**config.mk**
```make
export PLATFORM = sky130hd
export DESIGN_NAME = bcd_seg_scan_flat
export DESIGN_NICKNAME = d
export VERILOG_FILES = /design/src/rtl/seg_pkg.sv /design/src/rtl/bcd_seg_scan_if.sv /design/src/rtl/bcd_seg_scan_bcd_to_seg.sv /design/src/rtl/bcd_seg_scan.sv /design/src/flat_wrapper.sv
export SDC_FILE = /design/constraint.sdc
export NUM_CORES = 1
export LEC_CHECK = 0
export ABC_AREA = 1
export CAP_MARGIN = 30
export CELL_PAD_IN_SITES_DETAIL_PLACEMENT = 1
export CELL_PAD_IN_SITES_GLOBAL_PLACEMENT = 2
export CORE_UTILIZATION = 30
export DETAILED_ROUTE_END_ITERATION = 10
export GPL_ROUTABILITY_DRIVEN = 1
export GPL_TIMING_DRIVEN = 1
export HOLD_SLACK_MARGIN = 0.02
export PLACE_DENSITY = 0.68
export SLEW_MARGIN = 0
export SYNTH_ARGS = -nofsm -noshare
export SYNTH_HDL_FRONTEND = slang
export SYNTH_SLANG_ARGS = --single-unit
```
**constraint.sdc**
```tcl
create_clock -name clk -period 1.8 [get_ports clk]
set_clock_uncertainty 0.05 [all_clocks]
set_input_delay 0.36 -clock clk [delete_from_list [all_inputs] [get_ports clk]]
set_output_delay 0.36 -clock clk [all_outputs]
set_load 0.01 [all_outputs]
```
**src/rtl/seg_pkg.sv**
```systemverilog
// Shared constants for the two-digit 7-segment scan stage: segment patterns and slot encoding.
// Segment order {g,f,e,d,c,b,a}, active-low.
package seg_pkg;

  localparam logic [6:0] SEG_OFF  = 7'h7F;
  localparam logic [6:0] SEG_DASH = 7'h3F;

  localparam logic [6:0] DIGIT_SEG [10] = '{
    7'h40, 7'h79, 7'h24, 7'h30, 7'h19,
    7'h12, 7'h02, 7'h78, 7'h00, 7'h10
  };

  typedef enum logic {
    SLOT_ONE = 1'b0,
    SLOT_TWO = 1'b1
  } slot_e;

endpackage

```
**src/rtl/bcd_seg_scan_if.sv**
```systemverilog
// Digit inputs from the BCD counter and multiplexed display outputs of bcd_seg_scan.
interface bcd_seg_scan_if;
  logic [3:0] in_ten;
  logic [3:0] in_one;
  logic [6:0] seg;
  logic [1:0] an;
  logic       frame_start;
  logic       bcd_err;

  modport master (
    output in_ten, in_one,
    input  seg, an, frame_start, bcd_err
  );

  modport slave (
    input  in_ten, in_one,
    output seg, an, frame_start, bcd_err
  );
endinterface

```
**src/rtl/bcd_seg_scan_bcd_to_seg.sv**
```systemverilog
// Combinational BCD to active-low 7-segment decoder; codes 10-15 show a dash.
module bcd_to_seg
  import seg_pkg::*;
(
  input  logic [3:0] bcd_i,
  output logic [6:0] seg_o
);

  always_comb begin
    seg_o = SEG_DASH;
    if (bcd_i < 4'd10) seg_o = DIGIT_SEG[bcd_i];
  end

endmodule

```
**src/rtl/bcd_seg_scan.sv**
```systemverilog
// Two-digit common-anode scan driver with frame-atomic input latching and blanking.
// Optional leading-zero blanking of the tens digit: define BCD_SEG_SCAN_LZB_EN.
module bcd_seg_scan
  import seg_pkg::*;
#(
  parameter int unsigned REFRESH_DIV  = 50000,
  parameter int unsigned BLANK_CYCLES = 500
) (
  input  logic           clk,
  input  logic           reset,
  bcd_seg_scan_if.slave  bus
);

  localparam int unsigned CW = (REFRESH_DIV > 1) ? $clog2(REFRESH_DIV) : 1;
  localparam logic [CW-1:0] CNT_MAX   = CW'(REFRESH_DIV - 1);
  localparam logic [CW-1:0] BLANK_END = CW'(BLANK_CYCLES);

  logic [CW-1:0] cnt_q, cnt_d;
  slot_e         sel_q, sel_d;
  logic [3:0]    sh_ten_q, sh_ten_d, sh_one_q, sh_one_d;
  logic [6:0]    seg_q, seg_d;
  logic [1:0]    an_q, an_d;
  logic          fs_q, fs_d;
  logic          err_q, err_d;
  logic [3:0]    digit;
  logic [6:0]    dec_seg;
  logic          wrap, boundary, blank;

  bcd_to_seg u_dec (
    .bcd_i (digit),
    .seg_o (dec_seg)
  );

  always_ff @(posedge clk or negedge reset) begin
    if (!reset) begin
      cnt_q    <= '0;
      sel_q    <= SLOT_ONE;
      sh_ten_q <= '0;
      sh_one_q <= '0;
      seg_q    <= SEG_OFF;
      an_q     <= '1;
      fs_q     <= 1'b0;
      err_q    <= 1'b0;
    end else begin
      cnt_q    <= cnt_d;
      sel_q    <= sel_d;
      sh_ten_q <= sh_ten_d;
      sh_one_q <= sh_one_d;
      seg_q    <= seg_d;
      an_q     <= an_d;
      fs_q     <= fs_d;
      err_q    <= err_d;
    end
  end

  always_comb begin
    wrap     = (cnt_q == CNT_MAX);
    boundary = wrap && (sel_q == SLOT_TWO);
    cnt_d    = wrap ? '0 : cnt_q + 1'b1;
    sel_d    = sel_q;
    if (wrap) sel_d = (sel_q == SLOT_ONE) ? SLOT_TWO : SLOT_ONE;
    // Inputs are sampled only when the tens slot hands back to the ones slot.
    sh_ten_d = boundary ? bus.in_ten : sh_ten_q;
    sh_one_d = boundary ? bus.in_one : sh_one_q;
    fs_d     = boundary;
    err_d    = err_q || (sh_ten_q > 4'd9) || (sh_one_q > 4'd9);

    digit = (sel_q == SLOT_TWO) ? sh_ten_q : sh_one_q;
    blank = (cnt_q < BLANK_END);
`ifdef BCD_SEG_SCAN_LZB_EN
    if ((sel_q == SLOT_TWO) && (sh_ten_q == 4'd0)) blank = 1'b1;
`else
    blank = blank;
`endif
    an_d  = '1;
    seg_d = SEG_OFF;
    if (!blank) begin
      an_d  = (sel_q == SLOT_TWO) ? 2'b01 : 2'b10;
      seg_d = dec_seg;
    end
  end

  assign bus.seg         = seg_q;
  assign bus.an          = an_q;
  assign bus.frame_start = fs_q;
  assign bus.bcd_err     = err_q;

endmodule

```
**src/flat_wrapper.sv**
```systemverilog
// flat-port wrapper written by rule: the top's interface ports become plain ports
module bcd_seg_scan_flat import seg_pkg::*;
#(
  parameter int unsigned REFRESH_DIV  = 50000,
  parameter int unsigned BLANK_CYCLES = 500
)
  (clk, reset, bus_in_ten, bus_in_one, bus_seg, bus_an, bus_frame_start, bus_bcd_err);
  bcd_seg_scan_if bus_i ();
  input  logic clk;
  input  logic reset;
  input wire logic [$bits(bus_i.in_ten)-1:0] bus_in_ten;
  input wire logic [$bits(bus_i.in_one)-1:0] bus_in_one;
  output wire logic [$bits(bus_i.seg)-1:0] bus_seg;
  output wire logic [$bits(bus_i.an)-1:0] bus_an;
  output wire logic [$bits(bus_i.frame_start)-1:0] bus_frame_start;
  output wire logic [$bits(bus_i.bcd_err)-1:0] bus_bcd_err;
  assign bus_i.in_ten = bus_in_ten;
  assign bus_i.in_one = bus_in_one;
  assign bus_seg = bus_i.seg;
  assign bus_an = bus_i.an;
  assign bus_frame_start = bus_i.frame_start;
  assign bus_bcd_err = bus_i.bcd_err;
  bcd_seg_scan #(.REFRESH_DIV(REFRESH_DIV), .BLANK_CYCLES(BLANK_CYCLES)) u_core (.clk(clk), .reset(reset), .bus(bus_i));
endmodule
```
; ---- After elaboration in Yosys (flattened, before gate mapping)
; Memories as Yosys holds them, arrays and structs flattened.
; Index checks and enable logic that the tools add are counted.
[word_totals]
memories = 1
output_inout_bits = 11
romBits = 112
inputBits = 10
register_bits = 36
[classes]
muxes = 9
addsub = 1
reduce_logical = 3
n_bitwise = 1
n_eq_ne = 1
n_lt_le_gt_ge = 5
[mem_list]
columns = memory, words, width, rd, rd_clocked_by_memory_dff, wr, line
row1 = (no name shown), 16, 7, 1, 0, 0, bcd_seg_scan_bcd_to_seg.sv:11  ; if (bcd_i < 4'd10) seg_o = DIGIT_SEG[bcd_i];
[ops]
columns = operator, count
row1 = $mux W7, 4
row2 = $add A16 B1 Y16 const B, 1
row3 = $eq A16 B16 Y1 const B, 1
row4 = $lt A16 B9 Y1 const B, 1
row5 = $mux W16, 1
row6 = $gt A4 B4 Y1 const B, 2
row7 = $ge A5 B5 Y1 const B, 1
row8 = $not A4 Y5, 1
row9 = $lt A4 B4 Y1 const B, 1
row10 = $mux W2, 2
row11 = $mux W4, 1
row12 = $logic_or A1 B1 Y1, 2
row13 = $logic_and A1 B1 Y1, 1
row14 = $mux W1, 1

; ---- Longest topological paths before layout
[depth]
depth_word = 7
mapped_depth = 9
depth_no_buf = 9

; ---- Hierarchy
; A second synthesis with hierarchy kept.
[unflattened]
hier_cells = 241
area_unflattened_um2 = 1891.8
[by_module_without_submodules]
columns = mod, seq_area_each_um2, area_per_inst_um2, instances, cells_per_inst
row1 = bcd_seg_scan, 912.1, 1711.6, 1, 208
row2 = bcd_to_seg, 0.0, 180.2, 1, 33

; ---- Least setup slack after synthesis
; Ideal clock, no wire load.
[synth_path]
path_type = register to register
start = register u_core.sel_q
end = register u_core.seg_q[0] (netlist: u_core.bus.seg[0])
n_path_buf = 0
stages_incl_launch_ff = 9
setup_ns = 0.087
arrival_time_ns = 1.475
path_slack_ns = 0.188
cell_sequence = dfrtp_1 -> inv_2 -> or2_0 -> o21ai_0 -> inv_1 -> ha_1 -> or2_1 -> nand3_1 -> nand3_1
[synth_via]
elab_chain_len = 7
elab_cells_between_ends = 8
classes_between = 1 x order compare / 5 x mux / 1 x bitwise / 1 x memory
[synth_rtl]
columns = element, line
row1 = start: declaration, bcd_seg_scan.sv:19  ; slot_e sel_q, sel_d;
row2 = start signal: assignment, bcd_seg_scan.sv:46  ; sel_q <= sel_d;
row3 = $mux W4 (*), bcd_seg_scan.sv:68  ; digit = (sel_q == SLOT_TWO) ? sh_ten_q : sh_one_q;
row4 = $not A4 Y5 (not written as such), bcd_seg_scan_bcd_to_seg.sv:11
row5 = $mem_v2 Z16 W7, n/a
row6 = $mux W7 (not written as such) (2 in a row), bcd_seg_scan_bcd_to_seg.sv:11
row7 = $mux W7 (*), bcd_seg_scan_bcd_to_seg.sv:11
row8 = $mux W7 (*), bcd_seg_scan.sv:77  ; if (!blank) begin
row9 = via u_core.seg_d[0], bcd_seg_scan.sv:21  ; logic [6:0] seg_q, seg_d;
row10 = end signal: assignment, bcd_seg_scan.sv:49  ; seg_q <= seg_d;
row11 = end: declaration, bcd_seg_scan.sv:21
; The timed path passes the listed nets; every way through them passes the cells marked *. The select of a mux whose other input is x is not followed.
; A chain may end at the register's enable or synchronous reset.

; ---- Worst setup path in the final report
[layout_path]
start = register u_core.an_q[1] (netlist: u_core.bus.an[1])
end = output port bus_an[1]
[layout_rtl]
columns = element, line
row1 = start: declaration, bcd_seg_scan.sv:22  ; logic [1:0] an_q, an_d;
row2 = start signal: assignment, bcd_seg_scan.sv:50  ; an_q <= an_d;
row3 = end: declaration, flat_wrapper.sv:14  ; output wire logic [$bits(bus_i.an)-1:0] bus_an;
; No word-level cell between the ends.

==> flow_summary.yaml <==
status:
  status: "finished clean"
pwr:
  clock_power_share_pct: 45.7
  power_density_nw_per_um2: 667
  switching_share_pct: 20.8
  leakage_nw: 1.13
  power_frac_comb_pct: 2.6
  p_seq_share_pct: 51.7
  p_int_mw: 1.24
  ir_worst_vdd_uv: 304
  p_switching_mw: 0.326
worst_setup_path:
  critPathLaunchType: "flip-flop"
  cp-end-kind: "output pin"
  cp_max_fo: 1
  crit_required_ps: 1390
  slowest_stage: "dfstp_2"
  cp_num_buf_inv: 1
  slowest_delay_ps: 530
  worstPathArrival_ps: 1340
  path_cells: "clkdlybuf4s50_1"
  crit_type: "reg -> out"
  cp_top_family: "flip-flops"
synthesis:
  yosys_warnings: 0
  synth_flop_cell: "dfrtp_1"
  synth_common_cells: "nand2_1 (62), dfrtp_1 (27), nor2_1 (26), inv_1 (24), nand3_1 (20)"
  syn_nets: 242
  ys_seq_area_share_pct: 48.0
  synthDistinctLibCells: 27
  synth-async-reset-ratio_pct: 100
  avgSynthCellArea_sq_um: 8.41
  synth_top_area_cell: "dfrtp_1"
  synthMuxAreaShare_pct: 0
  synth_xor_area_share_pct: 3.23
  synth_simple_gate_area_share_pct: 36.1
  synth_fa_ha_area_share_pct: 3.95
  synth.top_cell.area_share_pct: 35.5
  synth_compound_area_share_pct: 3.09
  ys_ff_latch: 36
  syn_inst: 226
  syn_area_sq_um: 1900
  synth_top_family_by_area: "simple AND/OR/NAND/NOR gates"
  synth.most_common_cell: "nand2_1"
  synth-edff-count: 0
  synthTopCellsByArea: "dfrtp_1 (36%), dfstp_2 (12%), nand2_1 (12%), nand3_1 (5.3%), nor2_1 (5.1%)"
die:
  initial_core_util_pct: 31.5
  coreArea_sq_um: 6030
  dieArea_sq_um: 6660
  die_x_um: 81.6
  rows: 28
  die_h_um: 81.6
  num_io_pins: 21
routing:
  vias: 1496
  post_drt_wl_per_cell_um: 13.0
  wl_met1_mm: 2.28
  ant_nets: 0
  drt-initial-drc-count: 16
  dr.max_layer_used: "met4"
  drt-total-wl_mm: 4.32
  dr_wl_met3_um: 125
  drtPass1Iterations: 4
  viasPerCell: 4.49
  drc_errors: 0
  dr_wl_met2_mm: 1.84
global_routing:
  grt_first_pass_wirelength_mm: 7.45
  grt_pass1_vias: 1538
  track_usage_pct: 15.1
  grt_start_max_net_pins: 20
  antenna_found_initial: 0
  grt_overflow: 0
timing:
  tightest_slew_ps: 465
  period_share_pct: 97.2
  final_max_slew_viol_count: 0
  rsz0062_at_grt: "false"
  worst_slack_ps: 49.9
  hold_viol: 0
  setup_viol: 0
  finalCriticalPeriod_ps: 1750
  maxSlewHeadroom_pct: 69.0
  setup_tns_ps: 0
  fmax_ghz: 0.571
  fin_worst_hold_slack_ps: 429
clocking:
  cts_tree: "done"
  cts-root-buf: "clkbuf_8"
  htreeDepth: 2
  cts_buffers: 5
  clk_pin_slew_ps: 80
  clkSinkCount: 36
  cts_resized: 0
  clkLatencyLatePin_ps: 290
  cts_max_path_buffers: 2
job:
  maxCapViolCount: 0
finish:
  area_growth_pct: 23.6
  nNetsFinal: 273
  n_antenna_cell: 0
  drive_above_1_share_pct: 15.5
place:
  port_buffers: 20
  detailedPlace.worstSlack_ps: 170
  place_congestion: 0.765
  hpwl_mm: 3.40
min_path:
  hold_path_class: "reg -> reg"
==> layer usage <==
metal	track usage, %	up-vias
met2	22.6	22
met4	6.32	0
met5	0	-
met3	3.22	5
li1	-	784
met1	21.1	685
==> path summary, 6_finish.rpt <==
check                                   start                 end  slack [ps]  cells past startpoint
setup / recovery             u_core.bus.an[1]           bus_an[1]          50                      1
hold / removal             u_core.bus.bcd_err  u_core.bus.bcd_err         430                      1
setup reg to reg                 u_core.sel_q   u_core.bus.seg[3]         140                      8
hold reg to reg            u_core.bus.bcd_err  u_core.bus.bcd_err         430                      1
max in group asynchronous               reset    u_core.bus.an[0]         650                      3
min in group asynchronous               reset  u_core.bus.bcd_err         510                      2
==> area by class of cell <==
cell class,count,area [sq um]
repair buffers,25,248
flip-flops and latches,36,912
inverters,27,101
multi-input cells,162,882
clock inverters,3,42.5
fillers,737,3680
clock buffers,5,68.8
well taps,75,93.8
==> repair_timing <==
item / CTS / global route
hold buffers: 1 / 0
hold endpoints to repair: 15 / 0
setup buffers: 0 / 0
==> cell families (layout without fill, tap and decap cells) <==
group,Yosys count,in the layout
buffers and inverters,28,60
XOR/XNOR,7,7
AO/OA/AOI/OAI,10,10
AND/OR/NAND/NOR,139,139
adder cells (fa/ha/maj),6,6
flip-flops,36,36
==> through the flow <==
stage / total power [mW] / utilization, % / area (sq um) / instances
floorplan: 0.825 / - / 1900 / 226
global placement: 0.866 / 37.0 / 2230 / 324
detailed placement: 0.866 / 37.0 / 2230 / 324
CTS: 1.60 / 39.0 / 2350 / 333
global route: 1.63 / 39.0 / 2350 / 333
finish: 1.57 / 39.0 / 2350 / 333
==> state kept, by name (all words and copies together), names as in the netlist <==
| register | cells |
|---|---|
| u_core.bus.an | 2 |
| u_core.bus.bcd_err | 1 |
| u_core.bus.frame_start | 1 |
| u_core.bus.seg | 7 |
| u_core.cnt_q | 16 |
| u_core.sel_q | 1 |
| u_core.sh_one_q | 4 |
| u_core.sh_ten_q | 4 |
==> power by group through the flow <==
stage / Clock [mW] / Sequential, mW / Combinational (mW)
2_1_floorplan: 0 / 0.825 / 0.00000173
3_3_place_gp: 0 / 0.824 / 0.0412
3_5_place_dp: 0 / 0.824 / 0.0417
4_1_cts: 0.752 / 0.809 / 0.0433
5_1_grt: 0.770 / 0.809 / 0.0470
6_report: 0.716 / 0.809 / 0.0408
==> placed cells by master, fill, tap and decap left out, drive strengths merged, types with 2 or more instances in the layout <==
cell	instances
nor3	6
clkbuf	5
nor2	30
or2	2
dfstp	9
clkdlybuf4s50	19
nand4	10
nand2	67
buf	5
inv	27
ha	6
dfrtp	27
xor2	7
nand3	23
o21ai	7
Power figures use the tool's default switching activity.
==> variant, RTL diff (same flow settings) <==
`REFRESH_DIV` is set to 50000 in 2 places; all go to 12500.
--- a/src/rtl/bcd_seg_scan.sv
+++ b/src/rtl/bcd_seg_scan.sv
@@ -4,5 +4,5 @@
   import seg_pkg::*;
 #(
-  parameter int unsigned REFRESH_DIV  = 50000,
+  parameter int unsigned REFRESH_DIV  = 12500,
   parameter int unsigned BLANK_CYCLES = 500
 ) (
--- a/src/flat_wrapper.sv
+++ b/src/flat_wrapper.sv
@@ -2,5 +2,5 @@
 module bcd_seg_scan_flat import seg_pkg::*;
 #(
-  parameter int unsigned REFRESH_DIV  = 50000,
+  parameter int unsigned REFRESH_DIV  = 12500,
   parameter int unsigned BLANK_CYCLES = 500
 )
Behaviour: no difference found for any inputs over 10 cycles, from zero or initial values and one cycle with reset low; that may be too few to reach the edited logic, so the function may still have changed.
==> variant against the unedited design <==
  * Sequential share of layout area is 0.26 points higher
  * Synthesized cell count shrank 4.4%
  * Clock power down 21%
  * Count of clock-buffer cells in the layout rose by 1
  * Sequential cell count decreased by 2
  * Area after synthesis fell by 5.3%
  * Cell area down 6.1%
  * Critical endpoint is now bus_seg[5]
  * Setup slack better by 0.0088 ns
  * Routed wire length fell by 3.3%
  * Power fell by 13%
==> variant: results (changes against the unedited design) <==
[critical_path]
reg2reg_from=u_core.sel_q$_DFFE_PN0N_  ; unchanged
crit_slowest_cell=clkdlybuf4s50_1  ; was dfstp_2
max_stage_delay_ns=0.53  ; about the same
arrival_ns=1.33
timing.rr.end=u_core.bus.seg[5]$_DFF_PN1_  ; was u_core.bus.seg[3]$_DFF_PN1_
worstRegToRegCells=9  ; was 8
worstPathMaxFanout=1  ; unchanged
r2r_setup_slack_ns=0.23  ; was 0.14 ns
cpLargestDelayFamily=buffers and inverters  ; was flip-flops

[global_route]
grt_pass1_vias=1552  ; was 1538
grt_util_all_layers_pct=15.6  ; was 15.1%
grt_first_pass_wirelength_um=7450  ; about the same
grt_max_degree=35  ; was 20
antenna_found_initial=0  ; unchanged

[clock_tree]
clockBufferDepth=2  ; unchanged
cts_setup_buffers=0  ; unchanged
cts_resized=0  ; unchanged
ctsHtreeMaxLevel=2  ; unchanged
clk_pin_slew_worst_paths_ns=0.08  ; about the same
clock_latency_ns=0.29  ; about the same
root_buffer=clkbuf_8  ; unchanged

[detailed_routing]
drtPass1Iterations=4  ; unchanged
viasPerCell=4.61  ; was 4.49
wirelength_um=4180  ; was 4320 um
drtIter0Drc=61  ; was 16

[power_and_ir_drop]
leakagePower_nw=1.02  ; was 1.13 nW
switching_share_pct=22.7  ; was 20.8%
ir_drop_v=0.000325  ; was 0.000304 V

[finish]
drive_gt1_share_pct=16.3  ; was 15.5%
n_fill_cell=685  ; was 737
largest_register_ffs=14  ; was 16
top_register=u_core.cnt_q  ; unchanged
nets=261  ; was 273
diodes=0  ; unchanged

[placement]
pre_cts_slack_ns=0.218  ; was 0.170 ns
port_buffers=20  ; unchanged
place_congestion=0.761  ; was 0.765
hpwl_um=3110  ; was 3400 um

[synth]
synth_area_leaders=dfrtp_1 35%, dfstp_2 13%, nand2_1 13%, nand3_1 5.6%, inv_1 5.2%  ; was dfrtp_1 36%, dfstp_2 12%, nand2_1 12%, nand3_1 5.3%, nor2_1 5.1%
async_flop_share_pct=100  ; unchanged
synth_fp_nets=232  ; was 242
seq_area_frac_synth_pct=47.9  ; was 48.0%
synth_warnings=0  ; unchanged
ys.flop_type=dfrtp_1  ; unchanged
synthTopCellsByCount=62 x nand2_1, 25 x dfrtp_1, 25 x inv_1  ; was 62 x nand2_1, 27 x dfrtp_1, 26 x nor2_1
synth_cell_types=26  ; was 27

[sta]
timing.hold.ws_ns=0.393  ; was 0.429 ns
tightestPinTransition_ns=0.382  ; was 0.465 ns

[hold_path]
hp-class=in -> async  ; was reg -> reg

[status]
status=completed  ; unchanged

-- variant: how the worst max path moves through the flow --
stage	to	cells after the start	start	slack, ns
floorplan	u_core.bus.seg[5]$_DFF_PN1_	8	u_core.sel_q$_DFFE_PN0N_	0.27
global placement	u_core.bus.seg[5]$_DFF_PN1_	9	u_core.sel_q$_DFFE_PN0N_	0.27
detailed placement	u_core.bus.seg[3]$_DFF_PN1_	9	u_core.sel_q$_DFFE_PN0N_	0.22
CTS	bus_an[0]	1	u_core.bus.an[0]$_DFF_PN1_	0.04
global route	bus_seg[4]	1	u_core.bus.seg[4]$_DFF_PN1_	0.02
finish	bus_seg[5]	1	u_core.bus.seg[5]$_DFF_PN1_	0.06
-- variant: cell type report --
type,instances,area share (%)
Clock buffer,6,3.29
Inverter,27,4.60
Timing Repair Buffer,24,11.0
Clock inverter,2,0.624
Multi-Input combinational cell,153,37.3
Sequential cell,34,39.1
Tap cell,72,4.09
-- variant: power groups by stage --
stage	clock (mW)	sequential, mW	combinational, mW
2_1_floorplan	0	0.779	0.00000167
3_3_place_gp	0	0.779	0.0402
3_5_place_dp	0	0.779	0.0409
4_1_cts	0.592	0.764	0.0410
5_1_grt	0.613	0.764	0.0431
6_report	0.567	0.764	0.0390
-- variant: routing by layer --
metal | vias to the layer above | GRT usage (%) | routed length (um)
li1 | 737 | - | -
met1 | 698 | 20.8 | 2090
met2 | 27 | 24.6 | 1880
met3 | 5 | 2.74 | 148
met4 | 0 | 6.55 | 61
met5 | - | 0 | 0
-- variant: worst register-to-register path, stage by stage (launching register included) --
cell     delay [ns]
dfrtp_1        0.43
buf_4          0.19
o21ai_0        0.17
buf_4          0.16
inv_1          0.06
ha_1           0.17
inv_1          0.05
nand2_1        0.06
nand3_1        0.09
nand3_1        0.08
-- variant: stage by stage --
| step | util, % | area [um2] | instances | total power [mW] |
|---|---|---|---|---|
| 3_3_place_gp | 37.5 | 2120 | 310 | 0.819 |
| 4_1_cts | 39.1 | 2200 | 318 | 1.40 |
| 5_1_grt | 39.1 | 2200 | 318 | 1.42 |
| 6_report | 39.1 | 2200 | 318 | 1.37 |
| 2_1_floorplan | - | 1800 | 216 | 0.779 |
| 3_5_place_dp | 37.5 | 2120 | 310 | 0.819 |
-- variant: cells by family (layout without fill, tap and decap cells) --
logic type	Yosys count	in the layout	synth area share [%]
and+or+nand+nor	133	133	35.6
xor gates and xnor gates	7	7	3.41
AOI/OAI and AO/OA	7	7	2.50
DFF	34	34	47.9
buffers and inverters	29	59	6.46
adders and majority gates	6	6	4.17
